**config.mk**
```make
export PLATFORM = sky130hd
export DESIGN_NAME = alu_bist_ctrl
export DESIGN_NICKNAME = d
export VERILOG_FILES = /design/src/rtl/alu_bist_pkg.sv /design/src/rtl/alu_bist_misr.sv /design/src/rtl/alu_bist_ctrl.sv
export SDC_FILE = /design/constraint.sdc
export NUM_CORES = 1
export LEC_CHECK = 0
export ABC_AREA = 1
export CAP_MARGIN = 20
export CORE_MARGIN = 10
export CORE_UTILIZATION = 63
export CTS_CLUSTER_DIAMETER = 200
export DETAILED_ROUTE_END_ITERATION = 10
export DONT_BUFFER_PORTS = 1
export PLACE_DENSITY = 0.82
export SYNTH_ARGS = -nofsm -noshare
export SYNTH_HDL_FRONTEND = slang
export SYNTH_SLANG_ARGS = --single-unit
```
**constraint.sdc**
```tcl
create_clock -name i_clk -period 2.1 [get_ports i_clk]
set_input_delay 0.315 -clock i_clk [delete_from_list [all_inputs] [get_ports i_clk]]
set_output_delay 0.315 -clock i_clk [all_outputs]
set_load 0.03 [all_outputs]
```
**src/rtl/alu_bist_pkg.sv**
```systemverilog
// rtl/alu_bist_pkg.sv - shared states, polynomials and LFSR step for the ALU BIST controller
package alu_bist_pkg;

    typedef enum logic [2:0] {
        ST_IDLE = 3'd0,
        ST_INIT = 3'd1,
        ST_RUN  = 3'd2,
        ST_CMP  = 3'd3,
        ST_DONE = 3'd4
    } bist_state_e;

    localparam logic [31:0] LFSR_POLY = 32'h0040_0007;
    localparam logic [15:0] MISR_POLY = 16'h1021;
    localparam int          OP_COUNT  = 4;

    // Galois form: shift left, fold the polynomial back in when the MSB falls out
    function automatic logic [31:0] lfsr_step(input logic [31:0] s);
        return {s[30:0], 1'b0} ^ (s[31] ? LFSR_POLY : 32'h0);
    endfunction

endpackage

```
**src/rtl/alu_bist_misr.sv**
```systemverilog
// rtl/alu_bist_misr.sv - 16-bit MISR compacting a data word plus a carry bit per cycle
module alu_bist_misr
    import alu_bist_pkg::*;
#(
    parameter logic [15:0] SEED = 16'hFFFF
) (
    input  logic        i_clk,
    input  logic        i_rst_n,
    input  logic        i_load,
    input  logic        i_en,
    input  logic [15:0] i_data,
    input  logic        i_cout,
    output logic [15:0] o_sig
);

    logic [15:0] r_misr;
    logic [15:0] w_shift;

    assign w_shift = {r_misr[14:0], 1'b0} ^ (r_misr[15] ? MISR_POLY : 16'h0);
    assign o_sig   = r_misr;

    always_ff @(posedge i_clk or negedge i_rst_n) begin
        if (!i_rst_n) begin
            r_misr <= SEED;
        end else if (i_load) begin
            r_misr <= SEED;
        end else if (i_en) begin
            r_misr <= w_shift ^ i_data ^ {15'b0, i_cout};
        end
    end

endmodule

```
**src/rtl/alu_bist_ctrl.sv**
```systemverilog
// rtl/alu_bist_ctrl.sv - ALU BIST sequencer: LFSR operands, four opcodes per pair, MISR signature check
module alu_bist_ctrl
    import alu_bist_pkg::*;
#(
    parameter int          PATTERN_COUNT = 256,
    parameter logic [31:0] LFSR_SEED     = 32'hACE1_1D2B,
    parameter logic [15:0] MISR_SEED     = 16'hFFFF,
    parameter logic [15:0] GOLDEN_SIG    = 16'h0000
) (
    input  logic        i_clk,
    input  logic        i_rst_n,
    input  logic        i_start,
    input  logic [15:0] i_alu_result,
    input  logic        i_alu_cout,
    output logic [15:0] o_alu_a,
    output logic [15:0] o_alu_b,
    output logic [1:0]  o_alu_sel,
    output logic        o_test_mode,
    output logic        o_busy,
    output logic        o_done,
    output logic        o_pass,
    output logic [15:0] o_signature
);

    localparam int               CNT_W    = $clog2(PATTERN_COUNT + 1);
    localparam logic [CNT_W-1:0] LAST_PAT = CNT_W'(PATTERN_COUNT - 1);
    localparam logic [1:0]       LAST_OP  = 2'(OP_COUNT - 1);

    if (LFSR_SEED == 32'h0) begin : g_seed_chk
        $error("alu_bist_ctrl: LFSR_SEED must be nonzero");
    end
    if (PATTERN_COUNT < 1 || PATTERN_COUNT > 65535) begin : g_count_chk
        $error("alu_bist_ctrl: PATTERN_COUNT out of range 1..65535");
    end

    bist_state_e      r_state;
    logic             r_start;
    logic [31:0]      r_lfsr;
    logic [CNT_W-1:0] r_cnt;
    logic [15:0]      r_alu_a;
    logic [15:0]      r_alu_b;
    logic [1:0]       r_alu_sel;
    logic             r_pass;
    logic [31:0]      w_lfsr_next;
    logic [15:0]      w_sig;

    assign w_lfsr_next = lfsr_step(r_lfsr);

    alu_bist_misr #(
        .SEED (MISR_SEED)
    ) u_misr (
        .i_clk   (i_clk),
        .i_rst_n (i_rst_n),
        .i_load  (r_state == ST_INIT),
        .i_en    (r_state == ST_RUN),
        .i_data  (i_alu_result),
        .i_cout  (i_alu_cout),
        .o_sig   (w_sig)
    );

    // start is captured only where it can act, so pulses while busy vanish
    always_ff @(posedge i_clk or negedge i_rst_n) begin
        if (!i_rst_n) begin
            r_state   <= ST_IDLE;
            r_start   <= 1'b0;
            r_lfsr    <= LFSR_SEED;
            r_cnt     <= '0;
            r_alu_a   <= 16'h0;
            r_alu_b   <= 16'h0;
            r_alu_sel <= 2'd0;
            r_pass    <= 1'b0;
        end else begin
            r_start <= i_start && (r_state == ST_IDLE || r_state == ST_DONE);
            case (r_state)
                ST_IDLE: if (r_start) r_state <= ST_INIT;
                ST_INIT: begin
                    r_lfsr    <= LFSR_SEED;
                    r_cnt     <= '0;
                    r_alu_a   <= LFSR_SEED[31:16];
                    r_alu_b   <= LFSR_SEED[15:0];
                    r_alu_sel <= 2'd0;
                    r_pass    <= 1'b0;
                    r_state   <= ST_RUN;
                end
                ST_RUN: begin
                    if (r_alu_sel != LAST_OP) begin
                        r_alu_sel <= r_alu_sel + 2'd1;
                    end else begin
                        r_alu_sel <= 2'd0;
                        r_cnt     <= r_cnt + CNT_W'(1);
                        r_lfsr    <= w_lfsr_next;
                        r_alu_a   <= w_lfsr_next[31:16];
                        r_alu_b   <= w_lfsr_next[15:0];
                        if (r_cnt == LAST_PAT) r_state <= ST_CMP;
                    end
                end
                ST_CMP: begin
                    r_pass  <= (w_sig == GOLDEN_SIG);
                    r_state <= ST_DONE;
                end
                ST_DONE: if (r_start) r_state <= ST_INIT;
                default: r_state <= ST_IDLE;
            endcase
        end
    end

    assign o_alu_a     = r_alu_a;
    assign o_alu_b     = r_alu_b;
    assign o_alu_sel   = r_alu_sel;
    assign o_test_mode = (r_state == ST_INIT) || (r_state == ST_RUN);
    assign o_busy      = (r_state == ST_INIT) || (r_state == ST_RUN) || (r_state == ST_CMP);
    assign o_done      = (r_state == ST_DONE);
    assign o_pass      = r_pass;
    assign o_signature = w_sig;

endmodule
```
==> results_dict.tcl <==
set metrics [dict create \
    layout_worst_path_cycle_share_pct 90.7 \
    syn_area_um2 3660 \
    pre_cts_slack_ns 0.237 \
    grt_use_total_pct 16.6 \
    drive_gt1_share_pct 16.8 \
    dr.pass1.iters 4 \
    grt_max_degree 81 \
    dieWidth_um 96.2 \
    drt_iter0_markers 173 \
    syn_nets 424 \
    criticalPathCategory "flop to primary output" \
    synth.distinct_cells 26 \
    synth_warnings 0 \
    fin_nets 411 \
    finalHoldWorstSlack_ns -0.348 \
    clock_sinks 80 \
    worstSetupStartpointType "flop" \
    peakVddDrop_mv 1.05 \
    cpLargestDelayFamily "simple AND/OR/NAND/NOR gates" \
    clock_latency_ns 0.35 \
    final_cell_area_um2 3820 \
    antenna_found_initial 0 \
    rsz0062_at_grt "no" \
    postSynthCellCount 401 \
    clkTransAtPathRegs_ns 0.08 \
    yosysSeqAreaShare_pct 55.8 \
    synth.avg_cell_area_um2 9.12 \
    p_total_mw 7.37 \
    postRouteAntennaNets 0 \
    gp_congestion 0.849 \
    violations "negative hold slack" \
    synth_top_area_share_pct 32.8 \
    critical_path.max_stage_delay_ns 0.46 \
    required_ns 1.78 \
    viasPerCell 5.57 \
    critical_path_arrival_ns 1.59 \
    min_path_type "input port to asynchronous set/reset pin" \
    power.leakage_nw 1.82 \
    relSlewSlack_pct 62.3 \
    crit_chain "inv_2, nand3_1, nand2_1" \
    end_kind "primary output" \
    grt_pass1_wl_um 12000 \
    hold_viol 80 \
    htreeDepth 3 \
    dieArea_um2 9250 \
    crit_path_top_delay_cell "nand2_1" \
    p_per_area_nw_per_um2 1930 \
    fin_tns_setup_ns 0 \
    post_cts_resized 0 \
    io_buffers 0 \
    num_vias 2588 \
    die_h_um 96.2 \
    drcViolationCount 0 \
    drt_wl_total_um 7570 \
    critPathMaxFanout 8 \
    start_util_pct 65.6 \
    yosys-top-cells-area "dfrtp_1 (33%), dfstp_2 (23%), nand2_1 (11%)" \
    num_io_pins 74 \
    maxCapViolCount 0 \
    min_period_ns 1.90 \
    area_growth_pct 4.55 \
    setup_ws_ns 0.196 \
    critPathBufInv 1 \
    placed_area_um2 3570 \
    antennaDiodeCount 0 \
    grt-ovfl-total 0 \
    cts_root_buffer "clkbuf_8" \
    setup_viol 0 \
    clockBufferDepth 2 \
    tightest_slew_ns 0.563 \
    post-dp-hpwl_um 5260 \
    ys_ff_latch 80 \
    cts_tree "built" \
    status "finished with violations" \
    max_freq_mhz 525 \
    fin_skew_ns 0.00591 \
    cts_made_buffers 9 \
    placement_rows 27 \
    grt_pass1_vias 2452 \
    core_um2 5570 \
    wire_per_inst_um 16.3 \
    synth_top_area_cell "dfrtp_1" \
    slew_viol_final 0 \
]
[timing repair]
action | CTS | global route
hold endpoints to repair | 80 | 80
setup endpoints to repair | 0 | 0
buffers inserted | 0 | 0
[cells by family after synthesis]
group           Yosys count  share of synthesized area (%)
compound gates           83                           12.2
xor+xnor                 16                           3.83
fa+ha+maj                 3                           1.03
buf+inv                  74                           10.8
flops                    80                           55.8
simple gates            145                           16.3
[cell usage after synthesis, drive strengths merged]
master    n
a21oi    17
buf      31
clkbuf    1
dfrtp    48
dfstp    32
ha        3
inv      42
nand2   103
nand3    15
nand3b    1
nand4     5
nor2     20
o211ai    3
o21ai    54
o21bai    1
o22ai     8
or2       1
xnor2     5
xor2     11
[metal layers]
metal | global-route usage, % | vias to the layer above | routed length [um]
met2 | 25.6 | 80 | 3760
met5 | 0 | - | 0
met3 | 5.84 | 10 | 625
li1 | - | 1247 | -
met4 | 8.11 | 0 | 114
met1 | 20.5 | 1251 | 3070
[per-stage QoR]
step / utilization [%] / instances
detailed placement: 64.1 / 449
global route: 68.6 / 465
CTS: 68.6 / 465
finish: 68.6 / 465
floorplan: - / 401
global placement: 64.1 / 449
[path summary, 6_finish.rpt]
path,startpoint,endpoint,slack (ns),depth (start not counted)
min reg2reg,r_lfsr[22],r_lfsr[22],0.47,2
min in group i_clk,i_start,r_start,0.07,2
min,i_rst_n,o_alu_a[10],-0.35,0
max in group asynchronous,i_rst_n,u_misr.o_sig[14],2.23,0
max reg2reg,o_alu_sel[1],r_lfsr[28],0.25,6
max,r_state[2],o_test_mode,0.20,3
[state kept, by name, summed over array words and instances, names as in the netlist]
signal / count
o_pass: 1
u_misr.o_sig: 16
r_lfsr: 32
o_alu_b: 8
r_start: 1
o_alu_sel: 2
o_alu_a: 8
r_state: 3
r_cnt: 9
[report_power, final]
group | switching [mW] | internal (mW)
clock network | 0.572 | 0.828
registers | 1.38 | 2.44
logic | 1.42 | 0.720
total | 3.38 | 3.99
[final cells by class]
| cell class | count | area, um2 |
|---|---|---|
| repair buffers | 8 | 60.1 |
| clock inverters | 6 | 115 |
| multi-input cells | 247 | 1220 |
| clock buffers | 10 | 138 |
| fillers | 422 | 1750 |
| inverters | 42 | 160 |
| flip-flops and latches | 80 | 2040 |
| well taps | 72 | 90.1 |
[cells in the final DEF (no fill, tap or decap), types with 4 or more instances in the layout]
cell type / instances
o21ai_1: 6
inv_2: 4
dfrtp_1: 48
o22ai_1: 8
xor2_1: 11
clkbuf_8: 10
a21oi_1: 17
buf_4: 8
xnor2_1: 5
nand2_1: 103
nand3_1: 14
nor2_1: 20
o21ai_0: 45
inv_1: 37
dfstp_2: 32
nand4_1: 5
Power figures use the tool's default switching activity.
